## config.mk

```make
export PLATFORM = sky130hd
export DESIGN_NAME = trivium_keystream
export DESIGN_NICKNAME = d
export VERILOG_FILES = /design/src/rtl/trivium_pkg.sv /design/src/rtl/trivium_round.sv /design/src/rtl/trivium_keystream.sv
export SDC_FILE = /design/constraint.sdc
export NUM_CORES = 1
export LEC_CHECK = 0
export CORE_ASPECT_RATIO = 1.25
export CORE_UTILIZATION = 60
export CTS_CLUSTER_DIAMETER = 40
export CTS_CLUSTER_SIZE = 24
export DETAILED_ROUTE_END_ITERATION = 6
export DONT_BUFFER_PORTS = 1
export GPL_ROUTABILITY_DRIVEN = 0
export PLACE_DENSITY = 0.73
export SYNTH_ARGS = -nofsm -noshare
export SYNTH_HDL_FRONTEND = slang
export SYNTH_SLANG_ARGS = --single-unit
```

## constraint.sdc

```tcl
create_clock -name clk -period 26.4 [get_ports clk]
set_input_delay 1.32 -clock clk [delete_from_list [all_inputs] [get_ports clk]]
set_output_delay 1.32 -clock clk [all_outputs]
set_load 0.05 [all_outputs]
```

## src/rtl/trivium_pkg.sv

```systemverilog
// Trivium shared definitions: state geometry, tap positions, FSM encoding and key/IV load image.
package trivium_pkg;

    localparam int STATE_W = 288;
    localparam int KEY_W   = 80;
    localparam int IV_W    = 80;

    localparam int T66  = 66;
    localparam int T69  = 69;
    localparam int T91  = 91;
    localparam int T92  = 92;
    localparam int T93  = 93;
    localparam int T162 = 162;
    localparam int T171 = 171;
    localparam int T175 = 175;
    localparam int T176 = 176;
    localparam int T177 = 177;
    localparam int T243 = 243;
    localparam int T264 = 264;
    localparam int T286 = 286;
    localparam int T287 = 287;
    localparam int T288 = 288;

    typedef enum logic [1:0] {
        IDLE   = 2'd0,
        WARMUP = 2'd1,
        RUN    = 2'd2
    } fsm_t;

    // State vector keeps s1 at the MSB, so s_i lives at bit STATE_W-i.
    function automatic logic sbit(input logic [STATE_W-1:0] st, input int idx);
        return st[STATE_W-idx];
    endfunction

    function automatic logic [STATE_W-1:0] load_image(input logic [KEY_W-1:0] key,
                                                      input logic [IV_W-1:0]  iv);
        return {key, 13'b0, iv, 4'b0, 108'b0, 3'b111};
    endfunction

endpackage

```

## src/rtl/trivium_round.sv

```systemverilog
// One combinational Trivium round: produces keystream bit z and the shifted next state.
module trivium_round
    import trivium_pkg::*;
(
    input  logic [STATE_W-1:0] s_in,
    output logic [STATE_W-1:0] s_out,
    output logic               z
);

    logic t1_lin, t2_lin, t3_lin;
    logic t1, t2, t3;

    assign t1_lin = sbit(s_in, T66)  ^ sbit(s_in, T93);
    assign t2_lin = sbit(s_in, T162) ^ sbit(s_in, T177);
    assign t3_lin = sbit(s_in, T243) ^ sbit(s_in, T288);
    assign z      = t1_lin ^ t2_lin ^ t3_lin;

    assign t1 = t1_lin ^ (sbit(s_in, T91)  & sbit(s_in, T92))  ^ sbit(s_in, T171);
    assign t2 = t2_lin ^ (sbit(s_in, T175) & sbit(s_in, T176)) ^ sbit(s_in, T264);
    assign t3 = t3_lin ^ (sbit(s_in, T286) & sbit(s_in, T287)) ^ sbit(s_in, T69);

    // Whole register shifts one place toward s288; the three register heads take the feedbacks.
    always_comb begin
        s_out                     = {t3, s_in[STATE_W-1:1]};
        s_out[STATE_W-(T93+1)]    = t1;
        s_out[STATE_W-(T177+1)]   = t2;
    end

endmodule

```

## src/rtl/trivium_keystream.sv

```systemverilog
// Trivium keystream generator, W bits/cycle over valid/ready; output holds while stalled.
// Load -> INIT_ROUNDS/W busy cycles -> RUN. TRIVIUM_STATE_OUT_EN adds debug port state_o.
module trivium_keystream
    import trivium_pkg::*;
#(
    parameter int W           = 8,
    parameter int INIT_ROUNDS = 1152
)
(
    input  logic               clk,
    input  logic               reset,
    input  logic [KEY_W-1:0]   key_i,
    input  logic [IV_W-1:0]    iv_i,
    input  logic               load_i,
    input  logic               clear_i,
    output logic               busy_o,
    output logic               ks_valid_o,
    input  logic               ks_ready_i,
`ifdef TRIVIUM_STATE_OUT_EN
    output logic [W-1:0]       ks_data_o,
    output logic [STATE_W-1:0] state_o
`else
    output logic [W-1:0]       ks_data_o
`endif
);

    localparam int CYC   = INIT_ROUNDS / W;
    localparam int CNT_W = $clog2(CYC + 1);

    fsm_t               fsm_q, fsm_d;
    logic [CNT_W-1:0]   cnt_q, cnt_d;
    logic [STATE_W-1:0] st_q, st_d;

    logic [STATE_W-1:0] chain [0:W];
    logic [W-1:0]       z_w;

    assign chain[0] = st_q;

    // Round k produces keystream bit z(n+k), which lands at ks_data_o[W-1-k].
    for (genvar k = 0; k < W; k++) begin : g_round
        trivium_round u_round (
            .s_in  (chain[k]),
            .s_out (chain[k+1]),
            .z     (z_w[W-1-k])
        );
    end

    assign busy_o     = (fsm_q == WARMUP);
    assign ks_valid_o = (fsm_q == RUN);
    assign ks_data_o  = z_w;

`ifdef TRIVIUM_STATE_OUT_EN
    assign state_o = st_q;
`endif

    always_ff @(posedge clk or posedge reset) begin
        if (reset) begin
            fsm_q <= IDLE;
            cnt_q <= '0;
            st_q  <= '0;
        end else begin
            fsm_q <= fsm_d;
            cnt_q <= cnt_d;
            st_q  <= st_d;
        end
    end

    always_comb begin
        fsm_d = fsm_q;
        cnt_d = cnt_q;
        st_d  = st_q;
        if (clear_i) begin
            fsm_d = IDLE;
            cnt_d = '0;
            st_d  = '0;
        end else if (load_i) begin
            fsm_d = WARMUP;
            cnt_d = '0;
            st_d  = load_image(key_i, iv_i);
        end else begin
            unique case (fsm_q)
                WARMUP: begin
                    st_d  = chain[W];
                    cnt_d = cnt_q + 1'b1;
                    if (cnt_q == CNT_W'(CYC - 1)) fsm_d = RUN;
                end
                RUN: begin
                    if (ks_ready_i) st_d = chain[W];
                end
                default: ;
            endcase
        end
    end

endmodule

```

== Yosys cells after proc, flatten, opt, wreduce, memory -nomap -nowiden ==
Index checks and enable logic that the tools add are counted.

* Output and inout bits: 10
* Word-level logic and storage cells: 136
* Register bits: 298
* Input bits: 165

* Add/sub/neg operators: 1
* Reduce and logical (&&, ||, !) cells: 5
* Mux-type cells: 11
* Bitwise operators: 112
* Eq/ne operators: 4

{| class="wikitable"
|+ Operators with widths
! kind !! count
|-
| $mux W288 || 3
|-
| $pmux W288 S2 || 1
|-
| $xor A1 B1 Y1 || 88
|-
| $and A1 B1 Y1 || 24
|-
| $mux W8 || 3
|-
| $add A8 B1 Y8 const B || 1
|-
| $eq A8 B8 Y1 const B || 1
|-
| $mux W2 || 4
|-
| $reduce_bool A3 Y1 || 2
|-
| $ne A4 B3 Y1 const B || 1
|-
| $reduce_and A2 Y1 || 2
|-
| $reduce_bool A4 Y1 || 1
|-
| $eq A2 B1 Y1 const B || 1
|-
| $eq A2 B2 Y1 const B || 1
|}

== Longest topological paths before layout ==
Gate-level depths: netlist of run 1.

* Depth after elaboration: 7
* Gate-level depth with buffers: 8

== Hierarchy ==
A second synthesis of run 1 with hierarchy kept.

* Cell total of the unflattened synthesis: 3426
* Area, all modules: 31769.2 um^2

{| class="wikitable"
|+ Modules (own cells, without submodules)
! module !! area an instance (um^2) !! cells each !! times used
|-
| trivium_round || 2308.5 || 298 || 8
|-
| trivium_keystream || 13301.5 || 1042 || 1
|}

== Worst setup path after synthesis of run 1 ==
Ideal clock, no wire load.

* Path kind: input port to flip-flop
* Start point: input port clear_i
* End point: register st_q[187]
* Setup time: 0.086 ns
* Arrival time: 2.541 ns
* Path slack: 23.774 ns
* Stages: 5
* Path buffers: 2
* Required time: 26.314 ns
* Path through: buf_2 -> or2_4 -> clkbuf_2 -> or4_1 -> a32oi_1

* Word-level cells in the longest chain between the ends: 2

{| class="wikitable"
|+ RTL lines
! what !! line !! text
|-
| start: declaration || trivium_keystream.sv:15 || <nowiki>input logic clear_i,</nowiki>
|-
| $ne A4 B3 Y1 (no line) / $reduce_bool A4 Y1 (equally long branches) || n/a ||
|-
| $reduce_and A2 Y1 (no line) || n/a ||
|-
| end signal: assignment || trivium_keystream.sv:64 || <nowiki>st_q <= st_d;</nowiki>
|-
| end: declaration || trivium_keystream.sv:32 || <nowiki>logic [STATE_W-1:0] st_q, st_d;</nowiki>
|}

Several ways; a longest one is shown, not always the timed one.
A chain may end at the register's enable or synchronous reset.

== Worst setup path in the final report of run 1 ==
* Start point: register st_q[226]
* End point: output port ks_data_o[3]

* Word-level cells in the longest chain between the ends: 3

{| class="wikitable"
|+ RTL lines
! what !! line !! text
|-
| $xor A1 B1 Y1 || trivium_round.sv:13 || <nowiki>assign t1_lin = sbit(s_in, T66) ^ sbit(s_in, T93);</nowiki>
|-
| $xor A1 B1 Y1 (2 in series) || trivium_round.sv:16 || <nowiki>assign z = t1_lin ^ t2_lin ^ t3_lin;</nowiki>
|-
| end: declaration || trivium_keystream.sv:23 || <nowiki>output logic [W-1:0] ks_data_o</nowiki>
|}

No other way between the ends.

==> results.md, run 1 <==
Floorplanning:
- The overall die area is 24500 um^2.
- The effective utilization at floorplan is around three fifths.
- In this run the count of I/O pins placed on the die edge is about 180.
- From bottom edge to top edge, the die measures roughly 170 um.
- The placeable core region is between 20000 and 25000 um^2.
- The overall die width is about 140 um.
- The cell row count is 62.

Logic synthesis:
- The fraction of registers with async set/reset is 100%.
- The post-synthesis average cell area is 12.3 um^2.
- The net count after synthesis is 1332.
- The number of standard cells after synthesis is about 1200.
- Sorting the synthesized cells by how often they occur yields dfrtp_1, nor2_1, mux2i_1.
- The leading cell type by number of instances after synthesis is dfrtp_1.
- The top cell type by area accounts for between 50% and 60% of the synthesized area.
- By area the synthesized netlist is led by dfrtp_1, mux2_2, mux2i_1.
- The portion of the post-synthesis area used by sequential elements is about 52%.
- The yosys synthesis warning count is 0.
- The dominant synthesized flop cell is dfrtp_1.
- The number of flip-flops and latches in the synthesized netlist is approximately 300.
- The cell type with the highest aggregate area in the netlist is dfrtp_1.
- After synthesis the cells add up to approximately 14000 um^2.
- After synthesis, the netlist uses 39 different library cells.
- The number of flops mapped to enable cells by yosys is 0.

Timing:
- Based on the critical path, the design can be clocked at up to roughly 300 MHz.
- The worst setup slack after layout is about 23000 ps.
- At the pin with the least slew margin, the transition time is 1050 ps.
- The share of the clock period used by the worst path after layout is 12.9%.
- Setup repair after global routing left no endpoint under its margin.
- The count of endpoints failing hold in the final timing report came to 0.
- The post-route setup TNS is 0 ps.
- The max-slew violation count is 0.
- Setup violations remaining at the end of the flow were counted as 0.
- The final setup skew is ~21 ps.
- The worst slew margin relative to its limit is slightly below 30%.
- The shortest clock period the worst path allows after layout is 3400 ps.

Clocking:
- After clock tree synthesis, the setup repair step added 0 buffers.
- The maximum buffer depth of the clock tree is 3.
- The number of clock buffers added by TritonCTS is 36.
- The clock latency on the worst-skew pair is roughly 500 ps.
- The clock tree from TritonCTS is done.
- Clock tree synthesis selected as its root buffer the cell clkbuf_16.
- The CTS sink count is about 300.
- After clock tree synthesis, the clock-pin slew on the worst setup and hold paths is ~70 ps.
- After clock tree synthesis, the flow added hold-fix buffers numbering 0.
- The H-tree was split into 2 levels.
- The post-cts resize count is 0.

Critical path:
- The most critical setup path has its startpoint at st_q[226].
- Data on the critical path is required at its endpoint by 25080 ps.
- The endpoint of the worst register-to-register path is st_q[159].
- STA classifies the critical path startpoint as a flip-flop.
- The worst reg2reg path depth is 8.
- The end point of the critical path is ks_data_o[3].
- Of all nets on the critical path, the largest fanout is 5.
- The critical path class is flip-flop to output pin.
- The kind of capture point of the worst setup path is an output pin.
- Data on the critical path arrives at its endpoint at 2080 ps.
- The worst reg2reg path startpoint is fsm_q[0].
- The flop-to-flop setup slack is between 20000 and 25000 ps.

Global routing:
- Global routing used 42.0% of the available met2 tracks.
- Global routing consumed, on the met3 layer, between 6 and 7% of the routing resources.
- The global routing stage identified its most utilized layer as met2.
- The total overflow left after global routing is 0.
- The number of antenna violations at the first check in global routing is 1.
- The via count of the first global-routing pass is approximately 9000.
- Global routing used a little over a quarter of the available tracks.
- Entering global routing, the biggest net connects roughly 150 pins.
- For this run, global-route usage on met1 was measured as about 35%.
- The first global-routing pass estimated about 50 mm of wire.

Layout:
- The area growth from synthesis to layout is 8.79%.
- The net count reported at finish is between 1000 and 1500.
- The fraction of final layout cells sized beyond drive strength 1 is a little under a fifth.
- Once layout is done, the placed cells without fillers occupy ~16000 um^2.
- The final-layout fill cell count is about 1700.
- The share of the core filled with cells is 67.3%.

Route:
- After the first detailed-routing iteration, the DRC count stood at roughly 580.
- For this run, the detailed router's first-pass iteration total came to 4.
- The detailed-route DRC error count is 0.
- After detailed routing, the total wire length is 30.9 mm.
- In the final routed layout, each cell accounts on average for between 20 and 25 um.
- Once detail routing completed, the nets flagged for antenna violations numbered 0.
- Using the TritonRoute via totals, the vias-per-cell ratio works out to around 6.
- The final route contains approximately 8900 vias.

Pwr:
- The switching share of power is 24.6%.
- The analysis attributes to cell leakage a power of between 7 and 8 nW.
- Combinational cells account for approximately a tenth of the total power.
- Summed over all nets, the switching power comes to 272 uW.
- The maximum VDD drop is between 0.05 and 0.06 mV.
- The power density normalized to cell area is between 70 and 80 nW/um^2.
- The proportion of power drawn by flip-flops and latches is 44.8%.
- The internal portion of the total power is around 830 uW.
- Per report_power, the clock group accounts for a little under half of the total.

Placed design:
- The worst slack after detailed placement is approximately 23000 ps.
- The quantity of I/O buffers inserted on ports is 0.
- The placed wire-length estimate is just over 20 mm.
- The placed instances occupy a cell area of 14400 um^2.

Run status:
- The run finished with clean final reports.

Worst hold path:
- The min-delay analysis places its worst path in the category flip-flop to flip-flop.

Run:
- The count of maximum capacitance violations is 0.
-- metal layers --
metal	routed length, um	share of wire, %
met1	12800	42
met5	0	0
met3	2220	7.2
met2	14900	48
met4	950	3.1
-- power by group through the flow --
stage	clock network (mW)	registers [mW]	logic [mW]
after floorplan	0	0.496	0.101
after global placement	0	0.502	0.106
after detailed placement	0	0.503	0.108
after CTS	0.513	0.495	0.109
after global routing	0.531	0.497	0.117
final	0.503	0.495	0.107
-- layout make-up --
type / count / area, um^2 / share of cell area [%]
flip-flops and latches: 298 / 7460 / 47.8
repair buffers: 17 / 128 / 0.818
multi-input cells: 750 / 6350 / 40.7
diodes: 1 / 2.50 / 0.0160
well taps: 288 / 360 / 2.31
inverters: 21 / 86.3 / 0.553
clock inverters: 20 / 262 / 1.68
clock buffers: 42 / 965 / 6.18
-- cell families (layout without fill, tap and decap cells) --
family,Yosys count,after routing,synth area share [%]
AOI/OAI and AO/OA,189,189,11.1
xor gates and xnor gates,57,57,4.73
adders and majority gates,3,3,0.262
buffers and inverters,116,100,3.91
DFF,298,298,52.0
muxes,290,290,21.5
other,0,1,0
and+or+nand+nor,211,211,6.54
-- worst min path at each step --
| stage | startpoint | to | slack, ps | cells past startpoint |
|---|---|---|---|---|
| after detailed placement | st_q[60] | st_q[52] | 480 | 1 |
| after global routing | st_q[54] | st_q[46] | 490 | 1 |
| after floorplan | st_q[103] | st_q[103] | 460 | 1 |
| final | st_q[54] | st_q[46] | 470 | 1 |
| after CTS | st_q[54] | st_q[46] | 480 | 1 |
| after global placement | st_q[230] | st_q[230] | 470 | 1 |
-- worst max-delay path, cell delays in order (launching register included) --
cell and delay [ps]:
dfrtp_1 470, xnor2_1 480, xor2_1 230, xnor2_1 160, buf_4 230
-- metrics by stage --
| step | hold WS, ps | total power, mW | instances |
|---|---|---|---|
| detailed placement | 476 | 0.612 | 1374 |
| global placement | 470 | 0.609 | 1374 |
| finish | 475 | 1.11 | 1437 |
| global route | 493 | 1.15 | 1436 |
| CTS | 479 | 1.12 | 1436 |
| floorplan | 457 | 0.596 | 1164 |
-- flip-flops by register name, summed over array words and instances (netlist names) --
| register | cells |
|---|---|
| fsm_q | 2 |
| cnt_q | 8 |
| st_q | 288 |
-- cell usage in the layout, fill, tap and decap left out, types with 13 or more instances in the layout --
| master | n |
|---|---|
| inv_1 | 20 |
| o211ai_1 | 13 |
| nand2_1 | 22 |
| clkbuf_16 | 37 |
| nor2_1 | 153 |
| buf_4 | 17 |
| dfrtp_1 | 298 |
| xnor2_1 | 33 |
| mux2_1 | 15 |
| mux2_2 | 130 |
| or4_1 | 13 |
| o221ai_1 | 16 |
| mux2i_1 | 145 |
| xnor3_1 | 13 |
| a22o_1 | 117 |
No activity file was read; power rests on OpenSTA's default activity.
==> run 2: changes to the inputs <==
- CORE_UTILIZATION: 60 -> 58
- clock period: 26.4 -> 2.9 ns (I/O delays scaled with it)
==> results.md, run 2 (synthesized netlist as in run 1, its figures left out) <==
Placed design:
- The quantity of I/O buffers inserted on ports was 0 (unchanged).
- The worst slack after detailed placement is 616 ps (was 22940 ps).
- The number of placed instances with taps included is 1427 (was 1374).
- The placed wire-length estimate is 21.1 mm (was 20.5 mm).
- The post-place instance area is 14600 um^2 (was 14400 um^2).

Clocking:
- The total CTS buffers is 35 (was 36).
- The clock tree from TritonCTS is done (unchanged).
- The clock tree root buffer cell is clkbuf_16 (unchanged).
- The clock latency on the worst-skew pair is 520 ps (was 510 ps).
- The deepest level of the CTS H-tree was 2 (unchanged).
- The number of buffers inserted to repair setup after CTS is 0 (unchanged).
- The total of hold buffers inserted after clock tree synthesis was 244 (was 0).
- The clock transition at the register clock pins on the worst setup and hold paths after CTS is 70 ps (about the same).
- The maximum buffer depth of the clock tree was 3 (unchanged).
- The CTS sink count is 298 (unchanged).
- The post-cts resize count is 0 (unchanged).

Timing:
- The maximum clock frequency is between 400 and 500 MHz.
- The actual transition at the worst max-transition pin is 886 ps (was 1050 ps).
- The max-slew violation count was 0 (unchanged).
- The share of the clock period used by the worst path after layout is 82.5%.
- The worst setup slack after layout is 508 ps (was 23000 ps).
- The count of final setup violators is 0 (unchanged).
- Unrepaired setup endpoints after global routing: no (unchanged).
- The worst hold slack is -3.47 ps (was 475 ps).
- The final setup skew is 29.3 ps (was 21.2 ps).
- The worst slew margin relative to its limit is 40.8% (was 29.8%).
- The shortest clock period the worst path allows after layout is ~2400 ps.
- The count of endpoints failing hold in the final timing report is 1 (was 0).

Floorplanning:
- The placeable core region was 24300 um^2 (was 23200 um^2).
- The cell row count came to 64 (was 62).
- The overall die width is 143 um (was 140 um).
- The chip height is 178 um (was 175 um).
- The I/O pin count is 175 (unchanged).
- The overall die area is 25400 um^2 (was 24500 um^2).
- The effective utilization at floorplan is 58.9% (was 61.9%).

Critical path:
- The critical path's most frequent cell was xnor2_1 (unchanged).
- Series of cell instances along the critical path: xnor2_1 -> xor2_1 -> xnor2_1 -> buf_4 (unchanged).
- The cell at the slowest stage of the critical path was dfrtp_1 (was xnor2_1).
- The kind of capture point of the worst setup path is an output pin (unchanged).
- The buffers plus inverters on the worst setup path is 1 (unchanged).
- The worst stage delay on the critical path is 450 ps (was 480 ps).
- The maximum net fanout on the critical path came to 6 (was 5).
- The critical path class is flip-flop to output pin (unchanged).
- The arrival time at the worst endpoint was 2250 ps (was 2080 ps).
- The required time of the worst setup path came to 2760 ps (was 25080 ps).
- The gate family responsible for the most delay along the worst path was XOR/XNOR gates (unchanged).
- The sort of element at the start of the critical path is a flip-flop (unchanged).

Layout:
- The fraction of final layout cells sized beyond drive strength 1 is 16.2% (was 18.6%).
- The final-layout fill cell count is 1491 (was 1708).
- The register containing the most flip-flops in the final layout is st_q (unchanged).
- Largest registers: st_q: 288 flops, cnt_q: 8 flops, fsm_q: 2 flops (unchanged).
- Top library cells by usage in the layout, fill and taps aside: dfrtp_1, dlygate4sd3_1, nor2_1 (was dfrtp_1, nor2_1, mux2i_1).
- The post-layout instance area is 18400 um^2 (was 15600 um^2).
- The relative area change from synthesis to final layout is 28.2% (was 8.79%).
- The most common cell after layout, fill and taps aside is dfrtp_1 (unchanged).
- The flip-flop count of the largest register, all copies and words added is 288 (unchanged).
- The final cell count without fillers is 1735 (was 1437).
- The net count reported at finish is 1547 (was 1292).

Route:
- The count of routing violations after the opening detailed-route iteration came to 621 (was 578).
- The via density per instance is 5.94 (was 6.18).
- The remaining antenna violation count after routing is 0 (unchanged).
- The length of the first detailed-routing pass in iterations is 4 (unchanged).
- The detail-routed net length per standard cell is 22.2 um (was 21.5 um).
- The total detailed-routing wirelength is 38.5 mm (was 30.9 mm).
- The total via count after detailed routing is 10300 (was 8876).
- The detailed-route DRC error count is 0 (unchanged).

Global routing:
- The total global-route track usage is 31.3% (was 26.2%).
- The leftover overflow at the end of global routing is 0 (unchanged).
- The via count of the first global-routing pass is 11000 (was 8950).
- The maximum number of pins on one net before global-route repair was 151 (was 153).
- The global-route wire length before repair was 60.7 mm (was 49.7 mm).
- The number of antenna violations at the first check in global routing is 1 (unchanged).

Run status:
- The final reports fail on negative hold slack.
- Status: complete, but fails checks (was finished clean).

Pwr:
- The leakage component of the power is 8.68 nW (was 7.60 nW).
- The power density normalized to cell area is 586 nW/um^2 (was 70.8 nW/um^2).
- The maximum VDD drop was 0.491 mV (was 0.0567 mV).
- The post-layout total power is 10.8 mW (was 1.11 mW).

Run:
- The count of maximum capacitance violations came to 0 (unchanged).

Worst hold path:
- The type of the most critical hold path is input pin to flip-flop (was flip-flop to flip-flop).
-- run 2: final timing paths --
check	start	endpoint	slack (ps)	cells after the start
min in group asynchronous	reset	st_q[255]	290	2
min reg2reg	st_q[65]	st_q[57]	480	1
min	load_i	st_q[224]	-3	3
max in group asynchronous	reset	cnt_q[0]	1640	4
max reg2reg	fsm_q[0]	st_q[77]	520	6
max	st_q[5]	ks_data_o[2]	510	4
-- run 2: worst reg2reg max path: stages, from the launching register on --
cell,delay [ps]
dfrtp_1,400
inv_1,70
ha_1,170
nor2b_1,520
o21a_4,390
buf_4,500
a22o_1,250
-- run 2: metrics by stage --
stage | setup TNS [ps] | util (%)
4_1_cts | 0 | 75.5
2_1_floorplan | -358820 | -
6_report | 0 | 75.5
3_5_place_dp | 0 | 60.1
3_3_place_gp | 0 | 60.1
5_1_grt | 0 | 75.5
-- run 2: cell type report --
cell class,instances,area [um^2],area share (%)
clock inverters,19,295,1.61
diodes,1,2.50,0.0136
multi-input cells,750,6350,34.5
well taps,330,413,2.25
clock buffers,43,977,5.32
inverters,21,82.6,0.449
repair buffers,273,2810,15.3
flip-flops and latches,298,7460,40.6
-- run 2: routing by layer --
layer  wire length (um)  GRT usage [%]  part of all wire (%)  vias up
li1                   -              -                     -     4627
met1              15200           37.5                    39     5186
met2              19500           54.1                    51      377
met3               2160           6.45                   5.6      112
met4               1620           14.4                   4.2        0
met5                  0              0                     0        -
-- run 2: power by group --
| part | switching, mW | total (mW) | internal (mW) | leakage, nW |
|---|---|---|---|---|
| clock | 1.83 | 4.80 | 2.97 | 0.622 |
| combinational | 0.708 | 1.46 | 0.751 | 4.02 |
| sequential | 0.175 | 4.53 | 4.35 | 4.04 |
| total | 2.71 | 10.8 | 8.07 | 8.68 |
